===== src/rtl/hazard_pkg.sv =====
// Shared encodings for the hazard/forwarding controller: EX operand mux selects and FSM states.
package hazard_pkg;
  localparam logic [1:0] FWD_RF  = 2'b00;
  localparam logic [1:0] FWD_WB  = 2'b01;
  localparam logic [1:0] FWD_MEM = 2'b10;

  typedef enum logic {RUN = 1'b0, STALL = 1'b1} hu_state_t;
endpackage


===== src/rtl/fwd_select.sv =====
// One EX operand's forwarding select (EX/MEM over MEM/WB) plus its WB-to-ID read bypass.
module fwd_select
  import hazard_pkg::*;
#(
  parameter int REG_ADDR_W = 5
) (
  input  logic [REG_ADDR_W-1:0] ex_src_i,
  input  logic [REG_ADDR_W-1:0] id_src_i,
  input  logic                  id_use_i,
  input  logic [REG_ADDR_W-1:0] mem_rd_i,
  input  logic                  mem_regwrite_i,
  input  logic [REG_ADDR_W-1:0] wb_rd_i,
  input  logic                  wb_regwrite_i,
  output logic [1:0]            fwd_o,
  output logic                  id_byp_o
);
  logic mem_hit, wb_hit;

  // r0 is hardwired to zero, so it never sources a forward
  assign mem_hit  = mem_regwrite_i && (mem_rd_i != '0) && (mem_rd_i == ex_src_i);
  assign wb_hit   = wb_regwrite_i  && (wb_rd_i  != '0) && (wb_rd_i  == ex_src_i);
  assign fwd_o    = mem_hit ? FWD_MEM : (wb_hit ? FWD_WB : FWD_RF);
  assign id_byp_o = wb_regwrite_i && (wb_rd_i != '0) && (wb_rd_i == id_src_i) && id_use_i;
endmodule


===== src/rtl/hazard_fwd_unit.sv =====
// Pipeline hazard controller: load-use stalls, taken-branch flushes, external freeze,
// EX operand forwarding and saturating stall/flush event counters.
module hazard_fwd_unit
  import hazard_pkg::*;
#(
  parameter int REG_ADDR_W     = 5,
  parameter int LOAD_STALL_CYC = 1,
  parameter int BR_STAGE       = 3,
  parameter int CNT_W          = 16
) (
  input  logic                  clk_HU,
  input  logic                  rstn_HU,
  input  logic [REG_ADDR_W-1:0] id_rs,
  input  logic [REG_ADDR_W-1:0] id_rt,
  input  logic                  id_use_rs,
  input  logic                  id_use_rt,
  input  logic [REG_ADDR_W-1:0] ex_rs,
  input  logic [REG_ADDR_W-1:0] ex_rt,
  input  logic [REG_ADDR_W-1:0] ex_rd,
  input  logic                  ex_memread,
  input  logic [REG_ADDR_W-1:0] mem_rd,
  input  logic [REG_ADDR_W-1:0] wb_rd,
  input  logic                  mem_regwrite,
  input  logic                  wb_regwrite,
  input  logic                  branch_taken,
  input  logic                  ext_stall,
  output logic                  pc_we,
  output logic                  ifid_we,
  output logic                  idex_bubble,
  output logic                  ifid_flush,
  output logic                  idex_flush,
  output logic                  exmem_flush,
  output logic [1:0]            fwd_a,
  output logic [1:0]            fwd_b,
  output logic                  id_byp_a,
  output logic                  id_byp_b,
  output logic [CNT_W-1:0]      stall_cnt,
  output logic [CNT_W-1:0]      flush_cnt
);
  localparam logic [2:0] STALL_INIT = 3'(LOAD_STALL_CYC - 1);
  localparam logic       BR_IN_MEM  = (BR_STAGE == 3);

  hu_state_t        state_q, state_d;
  logic [2:0]       cnt_q, cnt_d;
  logic [CNT_W-1:0] stall_cnt_q, stall_cnt_d, flush_cnt_q, flush_cnt_d;
  logic             lu, pc_we_c, ifid_we_c, bubble_c, ifid_fl_c, idex_fl_c, exmem_fl_c;
  logic             stall_inc, flush_inc;
  logic [1:0]       fwd_a_c, fwd_b_c;
  logic             byp_a_c, byp_b_c;

  fwd_select #(.REG_ADDR_W(REG_ADDR_W)) u_fwd_a (
    .ex_src_i(ex_rs), .id_src_i(id_rs), .id_use_i(id_use_rs),
    .mem_rd_i(mem_rd), .mem_regwrite_i(mem_regwrite),
    .wb_rd_i(wb_rd), .wb_regwrite_i(wb_regwrite),
    .fwd_o(fwd_a_c), .id_byp_o(byp_a_c)
  );

  fwd_select #(.REG_ADDR_W(REG_ADDR_W)) u_fwd_b (
    .ex_src_i(ex_rt), .id_src_i(id_rt), .id_use_i(id_use_rt),
    .mem_rd_i(mem_rd), .mem_regwrite_i(mem_regwrite),
    .wb_rd_i(wb_rd), .wb_regwrite_i(wb_regwrite),
    .fwd_o(fwd_b_c), .id_byp_o(byp_b_c)
  );

  assign lu = ex_memread && (ex_rd != '0) &&
              ((id_use_rs && (ex_rd == id_rs)) || (id_use_rt && (ex_rd == id_rt)));

  always_comb begin
    state_d    = state_q;
    cnt_d      = cnt_q;
    pc_we_c    = 1'b1;
    ifid_we_c  = 1'b1;
    bubble_c   = 1'b0;
    ifid_fl_c  = 1'b0;
    idex_fl_c  = 1'b0;
    exmem_fl_c = 1'b0;
    stall_inc  = 1'b0;
    flush_inc  = 1'b0;
    if (ext_stall) begin
      pc_we_c   = 1'b0;
      ifid_we_c = 1'b0;
    end else if (branch_taken) begin
      // the branch squashes whatever the pending load-use stall was protecting
      ifid_fl_c  = 1'b1;
      idex_fl_c  = 1'b1;
      exmem_fl_c = BR_IN_MEM;
      flush_inc  = 1'b1;
      state_d    = RUN;
      cnt_d      = '0;
    end else if (state_q == STALL) begin
      pc_we_c   = 1'b0;
      ifid_we_c = 1'b0;
      bubble_c  = 1'b1;
      stall_inc = 1'b1;
      cnt_d     = cnt_q - 3'd1;
      if (cnt_q == 3'd1) state_d = RUN;
    end else if (lu) begin
      pc_we_c   = 1'b0;
      ifid_we_c = 1'b0;
      bubble_c  = 1'b1;
      stall_inc = 1'b1;
      if (LOAD_STALL_CYC > 1) begin
        state_d = STALL;
        cnt_d   = STALL_INIT;
      end
    end
  end

  always_comb begin
    stall_cnt_d = stall_cnt_q;
    flush_cnt_d = flush_cnt_q;
    if (stall_inc && (stall_cnt_q != '1)) stall_cnt_d = stall_cnt_q + CNT_W'(1);
    if (flush_inc && (flush_cnt_q != '1)) flush_cnt_d = flush_cnt_q + CNT_W'(1);
  end

  always_ff @(posedge clk_HU or negedge rstn_HU) begin
    if (!rstn_HU) begin
      state_q     <= RUN;
      cnt_q       <= '0;
      stall_cnt_q <= '0;
      flush_cnt_q <= '0;
    end else begin
      state_q     <= state_d;
      cnt_q       <= cnt_d;
      stall_cnt_q <= stall_cnt_d;
      flush_cnt_q <= flush_cnt_d;
    end
  end

  // outputs are forced to their idle values for as long as reset is held
  assign pc_we       = rstn_HU & pc_we_c;
  assign ifid_we     = rstn_HU & ifid_we_c;
  assign idex_bubble = rstn_HU & bubble_c;
  assign ifid_flush  = rstn_HU & ifid_fl_c;
  assign idex_flush  = rstn_HU & idex_fl_c;
  assign exmem_flush = rstn_HU & exmem_fl_c;
  assign fwd_a       = rstn_HU ? fwd_a_c : FWD_RF;
  assign fwd_b       = rstn_HU ? fwd_b_c : FWD_RF;
  assign id_byp_a    = rstn_HU & byp_a_c;
  assign id_byp_b    = rstn_HU & byp_b_c;
  assign stall_cnt   = stall_cnt_q;
  assign flush_cnt   = flush_cnt_q;
endmodule


===== config.mk =====
export PLATFORM = sky130hd
export DESIGN_NAME = hazard_fwd_unit
export DESIGN_NICKNAME = d
export VERILOG_FILES = /design/src/rtl/hazard_pkg.sv /design/src/rtl/fwd_select.sv /design/src/rtl/hazard_fwd_unit.sv
export SDC_FILE = /design/constraint.sdc
export NUM_CORES = 1
export LEC_CHECK = 0
export CAP_MARGIN = 20
export CORE_ASPECT_RATIO = 0.6
export CORE_MARGIN = 5
export CORE_UTILIZATION = 40
export DETAILED_ROUTE_END_ITERATION = 8
export PLACE_DENSITY = 0.77
export SLEW_MARGIN = 20
export SYNTH_ARGS = -nofsm -noshare
export SYNTH_HDL_FRONTEND = slang
export SYNTH_SLANG_ARGS = --single-unit
export TNS_END_PERCENT = 5

===== constraint.sdc =====
create_clock -name clk_HU -period 1.7 [get_ports clk_HU]
set_input_delay 0.34 -clock clk_HU [delete_from_list [all_inputs] [get_ports clk_HU]]
set_output_delay 0.34 -clock clk_HU [all_outputs]
set_load 0.05 [all_outputs]

==> out/summary.txt, run 1 <==
DR WL/cell: 16.78 um
Port Buf Inserts: 87
P_sw: 1.021 mW
Starting density of the core: 41.59%
ANT nets after route: 0
Post-DP HPWL: 6301 um
CP top delay family: simple AND/OR/NAND/NOR gates
DRT Pass-1 Iters: 4
Synth top area share: 38.52%
CTS tree: done
Netlist Area Pre-Place: 2338 um^2
Peak Freq: 465.3 MHz
Worst-path clk slew: 0.07 ns
Antenna cells: 0
Total CTS buffers: 5
Die ar.: 7525 um^2
Crit-path cells: buf_2 -> or4_4 -> o21ai_4 -> inv_1 -> a21oi_2 -> nor2_2 -> nor3_4 -> buf_12
Outcome: finished, violations left
Drt initial violations: 143
Clk Latency, worst-skew pair: 0.29 ns
Placed Area: 3871 um^2
DR vias/cell: 4.900
Chip Width: 108.7 um
Die height: 69.23 um
Flops & latches, synth: 36
Leak Pwr: 1.976 nW
Final period util: 126.4%
CP arrival: 1.81 ns
Core area: 5623 um^2
Hold Fails Final Rpt: 0
Worst EP required: 1.36 ns
Reg power frac: 34.4%
Post-CTS Hold Fix Bufs: 0
Fin area: 4175 um^2
Synth Instances: 262
Largest net degree at the start of global routing: 24
Max stage delay cell, worst path: or4_4
Grt total ovfl: 0
First-pass GRT wire length: 12920 um
Post-synth EDFFs: 0
Number of core rows: 21
Area Growth Syn to Fin: 78.54%
Pre-CTS setup slack: -0.8864 ns
# DRC: 0
Synth area leaders: dfrtp_1, xnor2_1, xor2_1, nand2_1, nor2_1
FF-to-FF setup slack: -0.01 ns
Placer Congestion: 0.9548
Switch share: 35.20%
Vias in the first global route: 2475
Crit-path max FO: 2
Clk buf depth: 2
Class of the most critical setup path: in -> out
Worst setup margin: -0.4493 ns
Final clock skew: 0.004711 ns
Max_cap viols: 0
Root Driver: clkbuf_8
Pins over their slew limit: 0
Clk network pwr share: 25.7%
Fill count: 418
HP Class: in -> async
CP endpoint kind: output pin
Synthesized area per cell: 8.926 um^2
Worst-Margin Slew: 0.3524 ns
Unrepaired setup endpoints after global routing: true
Vias: 2445
Io pins: 88
Critical Path Max Stage Delay: 0.53 ns
Post-synthesis net count: 310
Endpoints failing setup: 25
Slew headroom: 76.33%
Ys async rst share: 100.0%
WP buf/inv: 3
Max VDD drop: 0.6227 mV
Num Clock Sinks: 36
Overall routed net length: 8371 um
Final #Nets: 466
Failing checks: negative setup slack
Power after layout: 2.901 mW
Pwr Density: 694.8 nW/um^2
Most common flop cell mapped by yosys: dfrtp_1
Initial antenna violation count: 0
Comb power frac: 39.9%
CP startpoint kind: input port
Post-layout min period: 2.149 ns
Cell variety after synth: 31
All-Layer GR Usage: 21.82%
Hold Slack: 0.07896 ns
H-tree levels: 2
P_int: 1.880 mW
Leading area contributor after synthesis: dfrtp_1
Syn. warnings: 0
Post-synthesis sequential area ratio: 38.52%
Layout cells sized above 1: 43.44%
Setup_tns: -4.428 ns
state kept, by name (all words and copies together) (netlist names):
signal     count
stall_cnt     16
flush_cnt     16
state_q        1
cnt_q          3
synthesized netlist by cell type (2+ instances only):
cell / number
nand2_1: 34
clkbuf_1: 6
and3_1: 2
nor2_1: 22
o21ai_0: 6
and2_1: 4
mux2_1: 2
dfrtp_1: 36
ha_1: 4
xor2_1: 31
buf_4: 3
nand2b_1: 2
a21oi_1: 7
o21ai_1: 2
o21a_1: 2
inv_1: 8
xnor2_1: 33
mux2_4: 2
nand3_1: 11
nor3_1: 16
nor4_1: 6
nand4_1: 10
or4_1: 5
timing repair:
item / in CTS / in global routing
buffers inserted: 2 / 0
gates resized for setup: 116 / 27
pin swaps: 22 / 16
setup endpoints to repair: 35 / 37
worst paths after layout:
path,startpoint,end,cells after the start
worst max-delay path,ex_rd[2],pc_we,8
max in group asynchronous,rstn_HU,flush_cnt[6],3
worst min-delay path,rstn_HU,flush_cnt[0],2
worst min register to register,flush_cnt[10],flush_cnt[10],1
worst max register to register,stall_cnt[0],stall_cnt[1],6
min in group clk_HU,flush_cnt[10],flush_cnt[10],1
cell usage in the layout, fill, tap and decap left out, types with 5 or more instances in the layout:
| master | netlist | layout |
|---|---|---|
| nand2_1 | 34 | 33 |
| buf_12 | 0 | 13 |
| buf_4 | 3 | 94 |
| clkdlybuf4s50_1 | 0 | 5 |
| buf_2 | 0 | 7 |
| dfrtp_1 | 36 | 36 |
| inv_1 | 8 | 8 |
| nor3_1 | 16 | 7 |
| nor2_1 | 22 | 17 |
| nor2_2 | 0 | 5 |
| buf_6 | 1 | 15 |
| clkbuf_8 | 0 | 5 |
| o21ai_0 | 6 | 5 |
| dlygate4sd2_1 | 0 | 14 |
| nand4_1 | 10 | 10 |
| xnor2_1 | 33 | 30 |
| a21oi_1 | 7 | 6 |
| xor2_1 | 31 | 30 |
| nand3_1 | 11 | 11 |
| nor3_2 | 0 | 8 |
| or4_4 | 0 | 5 |
per-layer routing:
| layer | global-route usage [%] | vias up | wire, um |
|---|---|---|---|
| met1 | 32.64 | 1164 | 3852 |
| met2 | 31.49 | 74 | 3834 |
| li1 | - | 1192 | - |
| met4 | 5.462 | 0 | 134 |
| met5 | 0 | - | 0 |
| met3 | 5.116 | 15 | 549 |
power groups by stage:
| stage | sequential (mW) | clock, mW | combinational, mW |
|---|---|---|---|
| 2_1_floorplan | 1.29 | 0 | 0.271 |
| 5_1_grt | 1.01 | 0.805 | 1.23 |
| 4_1_cts | 0.998 | 0.749 | 1.14 |
| 3_3_place_gp | 1.01 | 0 | 1.11 |
| 3_5_place_dp | 1.01 | 0 | 1.12 |
| 6_report | 0.998 | 0.744 | 1.16 |
logic make-up after synthesis:
logic type,count (synthesis),synth area share [%]
compound gates,21,5.565
buf+inv,18,3.692
xor+xnor,64,23.97
flops,36,38.52
fa+ha+maj,4,2.140
mux,5,2.675
simple gates,114,23.44
stage by stage:
| stage | utilization (%) | std cells |
|---|---|---|
| after floorplan | - | 262 |
| after global placement | 68.85 | 489 |
| after detailed placement | 68.85 | 489 |
| after CTS | 72.94 | 499 |
| after global routing | 74.25 | 499 |
| final | 74.25 | 499 |
layout make-up:
type	instances	area [um^2]	area share, %
multi-input cells	208	1584	37.94
repair buffers	159	1453	34.79
clock inverters	2	35.03	0.8391
clock buffers	6	72.57	1.738
well taps	80	100.1	2.397
flip-flops and latches	36	900.9	21.58
inverters	8	30.03	0.7192
Note: power is estimated with default switching activity, not from simulation.
==> run 2, diff against run 1 <==
--- a/config.mk
+++ b/config.mk
@@ -8,11 +8,12 @@
 export CAP_MARGIN = 20
 export CORE_ASPECT_RATIO = 0.6
 export CORE_MARGIN = 5
-export CORE_UTILIZATION = 40
+export CORE_UTILIZATION = 41
 export DETAILED_ROUTE_END_ITERATION = 8
-export PLACE_DENSITY = 0.77
+export PLACE_DENSITY = 0.78
 export SLEW_MARGIN = 20
 export SYNTH_ARGS = -nofsm -noshare
 export SYNTH_HDL_FRONTEND = slang
+export SYNTH_HIERARCHICAL = 1
 export SYNTH_SLANG_ARGS = --single-unit
 export TNS_END_PERCENT = 5
==> run 2 against run 1 <==
  * The flow still finishes with violations (negative setup slack)
  * Sequential cell count did not move
  * Area after synthesis up 2.2%
  * Non-clock buffer count increased by 14
  * Power down 5.6%
  * Synthesized cell count decreased by 5.0%
  * Sequential share of layout area shrank 0.30 points
  * Setup slack gained 0.045 ns
  * Design area grew 1.4%
  * Die area fell by 0.27%
  * Utilization rose by 1.0 points
  * Hold slack better by 0.038 ns
==> out/summary.txt, run 2 <==
Outcome: finished, violations left (unchanged)
Failing checks: negative setup slack (unchanged)
Syn. warnings: 6 (was 0)
Total CTS buffers: 5 (unchanged)
Reg power frac: 36.2% (was 34.4%)
Endpoints failing setup: 23 (was 25)
Netlist Area Pre-Place: 2390 um^2 (was 2338 um^2)
Largest net degree at the start of global routing: 18 (was 24)
DR vias/cell: 4.847 (was 4.900)
Io pins: 88 (unchanged)
Overall routed net length: 7106 um (was 8371 um)
CP top delay family: simple AND/OR/NAND/NOR gates (unchanged)
ANT nets after route: 0 (unchanged)
Register area: 900.9 um^2 (unchanged)
Leading area contributor after synthesis: dfrtp_1 (unchanged)
Fill count: 410 (was 418)
Post-synthesis net count: 297 (was 310)
Initial antenna violation count: 0 (unchanged)
CP arrival: 1.76 ns (was 1.81 ns)
Core area: 5623 um^2 (unchanged)
H-tree levels: 2 (unchanged)
Synth area leaders: dfrtp_1, xnor2_1, xor2_1, nand2_1, nor3_1 (was dfrtp_1, xnor2_1, xor2_1, nand2_1, nor2_1)
Synth Instances: 249 (was 262)
Worst EP required: 1.36 ns (about the same)
CP endpoint kind: output pin (unchanged)
First-pass GRT wire length: 11760 um (was 12920 um)
DR WL/cell: 14.16 um (was 16.78 um)
Die height: 69.14 um (was 69.23 um)
Commonest non-fill, non-tap cells in the layout: buf_4, xnor2_1, dfrtp_1 (was buf_4, dfrtp_1, nand2_1)
Synthesized area per cell: 9.598 um^2 (was 8.926 um^2)
Switch share: 35.94% (was 35.20%)
Synth top area share: 37.70% (was 38.52%)
Most common cell after layout, fill and taps aside: buf_4 (unchanged)
Peak Freq: 475.3 MHz (was 465.3 MHz)
Final period util: 123.8% (was 126.4%)
Number of core rows: 21 (unchanged)
Pwr Density: 646.6 nW/um^2 (was 694.8 nW/um^2)
Area Growth Syn to Fin: 77.17% (was 78.54%)
DRT Pass-1 Iters: 4 (unchanged)
Clk buf depth: 2 (unchanged)
Top post-synthesis cells by count: xnor2_1, dfrtp_1, nand2_1, xor2_1, nor3_1 (was dfrtp_1, nand2_1, xnor2_1, xor2_1, nor2_1)
Post-synthesis sequential area ratio: 37.70% (was 38.52%)
Crit-path max FO: 4 (was 2)
WP depth: 7 (was 8)
Worst-path clk slew: 0.07 ns (about the same)
Max_cap viols: 0 (unchanged)
Worst setup path startpoint: wb_rd[3] (was ex_rd[2])
CP startpoint kind: input port (unchanged)
Pins over their slew limit: 0 (unchanged)
Ys async rst share: 100.0% (unchanged)
Area of the multi-input gates: 1569 um^2 (was 1584 um^2)
Crit-path cells: buf_8 -> buf_6 -> xor2_1 -> or4_4 -> nor4_2 -> and2_1 -> buf_12 (was buf_2 -> or4_4 -> o21ai_4 -> inv_1 -> a21oi_2 -> nor2_2 -> nor3_4 -> buf_12)
HP Class: in -> async (unchanged)
Slew headroom: 80.46% (was 76.33%)
FF-to-FF Start: stall_cnt[7] (was stall_cnt[0])
Post-synth EDFFs: 0 (unchanged)
Final core utilization: 75.30% (was 74.25%)
Final #Nets: 469 (was 466)
Vias in the first global route: 2475 (unchanged)
Clk Latency, worst-skew pair: 0.30 ns (was 0.29 ns)
CTS tree: done (unchanged)
Most common flop cell mapped by yosys: dfrtp_1 (unchanged)
Unrepaired setup endpoints after global routing: true (unchanged)
Die ar.: 7505 um^2 (was 7525 um^2)
Max VDD drop: 0.4886 mV (was 0.6227 mV)
Post-layout min period: 2.104 ns (was 2.149 ns)
Cell variety after synth: 40 (was 31)
Starting density of the core: 42.50% (was 41.59%)
Pre-CTS setup slack: -0.8108 ns (was -0.8864 ns)
Leak Pwr: 1.995 nW (was 1.976 nW)
Antenna cells: 0 (unchanged)
Chip Width: 108.6 um (was 108.7 um)
Final clock skew: 0.008877 ns (was 0.004711 ns)
Drt initial violations: 77 (was 143)
Layout cells sized above 1: 45.73% (was 43.44%)
Flops & latches, synth: 36 (unchanged)
WP buf/inv: 3 (unchanged)
Placer Congestion: 0.8149 (was 0.9548)
Fin area: 4234 um^2 (was 4175 um^2)
P_int: 1.754 mW (was 1.880 mW)
Worst-Margin Slew: 0.2899 ns (was 0.3524 ns)
Setup_tns: -3.918 ns (was -4.428 ns)
Vias: 2433 (was 2445)
Critical Path Max Stage Delay: 0.53 ns (about the same)
Root Driver: clkbuf_8 (unchanged)
Hold Fails Final Rpt: 0 (unchanged)
Placed Area: 4000 um^2 (was 3871 um^2)
Comb power frac: 40.1% (was 39.9%)
Num Clock Sinks: 36 (unchanged)
Port Buf Inserts: 87 (unchanged)
# DRC: 0 (unchanged)
Clk network pwr share: 23.6% (was 25.7%)
Count leader, synth: xnor2_1 (was dfrtp_1)
Max stage delay cell, worst path: or4_4 (unchanged)
Post-DP HPWL: 5534 um (was 6301 um)
P_sw: 984.0 uW (was 1.021 mW)
Power after layout: 2.738 mW (was 2.901 mW)
All-Layer GR Usage: 19.35% (was 21.82%)
Grt total ovfl: 0 (unchanged)
R2R depth: 6 (unchanged)
Worst setup margin: -0.4040 ns (was -0.4493 ns)
Class of the most critical setup path: in -> out (unchanged)
run 2: area by class of cell:
type	count	area share [%]
Clock buffer	6	1.950
Clock inverter	2	0.2364
Inverter	5	0.4433
Multi-Input combinational cell	200	37.06
Sequential cell	36	21.28
Tap cell	80	2.364
Timing Repair Buffer	173	36.67
run 2: repair_timing:
action,4_1_cts,5_1_grt
pin swaps,13,2
gates resized for setup,96,10
buffers inserted,1,0
hold endpoints to repair,2,0
hold buffers,1,0
endpoints found under the setup margin,29,31
run 2: final timing paths:
path | to | slack, ns
worst max-delay path | fwd_a[0] | -0.40
worst min-delay path | state_q | 0.12
worst max register to register | stall_cnt[9] | -0.08
worst min register to register | cnt_q[1] | 0.48
max in group asynchronous | stall_cnt[10] | 0.96
min in group clk_HU | cnt_q[1] | 0.48
run 2: power groups by stage:
stage	Clock, mW	Combinational (mW)	Sequential (mW)
4_1_cts	0.658	1.10	0.988
5_1_grt	0.693	1.17	1.00
3_3_place_gp	0	1.08	0.999
3_5_place_dp	0	1.10	1.00
2_1_floorplan	0	0.256	1.29
6_report	0.647	1.10	0.992
run 2: worst register-to-register path: stages (launching register included):
cell and delay, ns:
dfrtp_1 0.38, and3_4 0.20, nand4_2 0.12, or3_4 0.41
nand4_1 0.27, nor3_2 0.10, xor2_1 0.18
run 2: per-stage QoR:
step / hold slack, ns / instances
global placement: 0.2062 / 492
finish: 0.1172 / 502
CTS: 0.1136 / 502
detailed placement: 0.2139 / 492
global route: 0.1406 / 502
floorplan: 0.04441 / 249
run 2: cells by family (layout without fill, tap and decap cells):
family	count (synthesis)	count (layout)	share of synthesized area [%]
muxes	4	4	1.989
xor gates and xnor gates	66	66	24.19
DFF	36	36	37.70
AOI/OAI and AO/OA	15	15	4.869
adders and majority gates	4	4	2.094
and+or+nand+nor	111	111	25.97
buffers and inverters	13	186	3.194
run 2: per-layer routing:
layer / wire length [um] / GRT usage (%) / vias to the layer above / part of all wire [%]
met2: 3226 / 30.32 / 75 / 45
met5: 0 / 0 / - / 0
met4: 73 / 3.361 / 0 / 1.0
met1: 3327 / 27.34 / 1146 / 47
li1: - / - / 1204 / -
met3: 478 / 4.757 / 8 / 6.7
==> run 3, diff against run 2 <==
--- a/config.mk
+++ b/config.mk
@@ -11,9 +11,10 @@
 export CORE_UTILIZATION = 41
 export DETAILED_ROUTE_END_ITERATION = 8
 export PLACE_DENSITY = 0.78
+export SKIP_CTS_REPAIR_TIMING = 1
 export SLEW_MARGIN = 20
 export SYNTH_ARGS = -nofsm -noshare
 export SYNTH_HDL_FRONTEND = slang
 export SYNTH_HIERARCHICAL = 1
 export SYNTH_SLANG_ARGS = --single-unit
-export TNS_END_PERCENT = 5
+export TNS_END_PERCENT = 50
==> run 3 against run 2 <==
  * The flow still finishes with violations (negative setup slack)
  * First-iteration DRC count down 7.8%
  * Sequential share of layout area down 0.78 points
  * Combinational power about the same
  * Cell count shrank 1.6%
  * Clock power fell by 8.3%
  * Clock skew increased by 0.0019 ns
  * Routed wire length is 12% higher
  * Die area did not move
  * Critical endpoint unchanged
  * Largest cell class unchanged
==> out/summary.txt, run 3 (synthesized netlist as in run 2, its figures left out) <==
Die height: 69.14 um (unchanged)
Initial antenna violation count: 0 (unchanged)
Layout cells sized above 1: 56.76% (was 45.73%)
Placed insts: 475 (was 492)
Final period util: 125.4% (was 123.8%)
ANT nets after route: 0 (unchanged)
Class of the most critical setup path: in -> out (unchanged)
Setup_tns: -2.436 ns (was -3.918 ns)
FF-to-FF setup slack: -0.01 ns (was -0.08 ns)
First-pass GRT wire length: 11540 um (was 11760 um)
Endpoints failing setup: 11 (was 23)
DR WL/cell: 16.08 um (was 14.16 um)
Starting density of the core: 42.50% (unchanged)
All-Layer GR Usage: 19.22% (was 19.35%)
Antenna cells: 0 (unchanged)
Area Growth Syn to Fin: 88.01% (was 77.17%)
CP arrival: 1.79 ns (was 1.76 ns)
Number of core rows: 21 (unchanged)
Placer Congestion: 0.8444 (was 0.8149)
Io pins: 88 (unchanged)
Drt initial violations: 71 (was 77)
Grt total ovfl: 0 (unchanged)
Pins over their slew limit: 0 (unchanged)
# DRC: 0 (unchanged)
Commonest non-fill, non-tap cells in the layout: buf_4, xnor2_1, xor2_1 (was buf_4, xnor2_1, dfrtp_1)
Worst setup margin: -0.4319 ns (was -0.4040 ns)
Slew headroom: 71.69% (was 80.46%)
Max VDD drop: 0.3568 mV (was 0.4886 mV)
Finished Layout Cells: 494 (was 502)
Vias in the first global route: 2342 (was 2475)
Port Buf Inserts: 87 (unchanged)
Fin area: 4493 um^2 (was 4234 um^2)
Die ar.: 7505 um^2 (unchanged)
CTS tree: done (unchanged)
DRT Pass-1 Iters: 4 (unchanged)
DR vias/cell: 4.960 (was 4.847)
Unrepaired setup endpoints after global routing: true (unchanged)
Num Clock Sinks: 36 (unchanged)
Most common cell after layout, fill and taps aside: buf_4 (unchanged)
Crit-path max FO: 3 (was 4)
Overall routed net length: 7945 um (was 7106 um)
Pwr Density: 613.3 nW/um^2 (was 646.6 nW/um^2)
Final clock skew: 0.01081 ns (was 0.008877 ns)
Vias: 2450 (was 2433)
Worst-Margin Slew: 0.4247 ns (was 0.2899 ns)
CP startpoint kind: input port (unchanged)
Clk Latency, worst-skew pair: 0.29 ns (was 0.30 ns)
Clk buf depth: 2 (unchanged)
Post-DP HPWL: 6001 um (was 5534 um)
Max_cap viols: 0 (unchanged)
Post-layout min period: 2.132 ns (was 2.104 ns)
Outcome: finished, violations left (unchanged)
Largest net degree at the start of global routing: 35 (was 18)
HP Class: in -> async (unchanged)
Peak Freq: 469.1 MHz (was 475.3 MHz)
Hold Fails Final Rpt: 0 (unchanged)
Chip Width: 108.6 um (unchanged)
Core area: 5623 um^2 (unchanged)
Worst-path clk slew: 0.08 ns (was 0.07 ns)
Leak Pwr: 2.164 nW (was 1.995 nW)
CP endpoint kind: output pin (unchanged)
Failing checks: negative setup slack (unchanged)
Root Driver: clkbuf_8 (unchanged)
Placed Area: 3964 um^2 (was 4000 um^2)
H-tree levels: 2 (unchanged)
Final #Nets: 461 (was 469)
Worst EP required: 1.36 ns (about the same)
Total CTS buffers: 5 (unchanged)
[run 3: changes by cell type in the layout (fill, tap and decap cells not counted), sizes merged]
cell	previous run	this run
buf	136	140
clkbuf	6	20
clkdlybuf4s15	9	0
clkdlybuf4s50	7	1
clkinv	2	1
dlygate4sd2	20	0
dlymetal6s2s	0	10
[run 3: power breakdown]
group	internal [mW]	leakage, nW	switching, mW
clock network	0.288	0.0422	0.305
registers	0.949	0.465	0.0842
logic	0.514	1.66	0.616
[run 3: routing by layer]
metal	vias up	routed length, um	track usage, %
li1	1195	-	-
met1	1177	3790	29.16
met2	71	3660	28.13
met3	7	443	4.384
met4	0	51	3.081
met5	-	0	0
[run 3: path summary, 6_finish.rpt]
kind | start | endpoint | cells past startpoint
max in group asynchronous | rstn_HU | stall_cnt[10] | 2
worst min-delay path | rstn_HU | flush_cnt[6] | 2
worst min register to register | flush_cnt[5] | flush_cnt[5] | 1
min in group clk_HU | flush_cnt[5] | flush_cnt[5] | 1
worst max register to register | stall_cnt[0] | stall_cnt[15] | 7
worst max-delay path | wb_rd[1] | fwd_a[0] | 7
[run 3: critical path: stages]
cell,delay [ns]
buf_8,0.10
buf_6,0.11
xor2_1,0.13
or4_4,0.54
nor4_4,0.25
and2_4,0.19
buf_12,0.13
[run 3: through the flow]
stage | hold WS, ns | setup WS, ns | power, mW | utilization (%)
floorplan | 0.04441 | -0.4989 | 1.572 | -
global placement | 0.1812 | -0.7202 | 2.033 | 70.49
detailed placement | 0.1839 | -0.7553 | 2.065 | 70.49
CTS | -0.1317 | -0.7622 | 2.656 | 71.94
global route | 0.2416 | -0.4646 | 2.890 | 79.91
finish | 0.1969 | -0.4319 | 2.756 | 79.91
[run 3: cell type report]
| type | instances | area (um^2) |
|---|---|---|
| Multi-Input combinational cell | 200 | 1795 |
| Timing Repair Buffer | 165 | 1577 |
| Fill cell | 349 | 1130 |
| Sequential cell | 36 | 920.9 |
| Tap cell | 80 | 100.1 |
| Clock buffer | 7 | 76.32 |
| Inverter | 5 | 18.77 |
| Clock inverter | 1 | 5.005 |
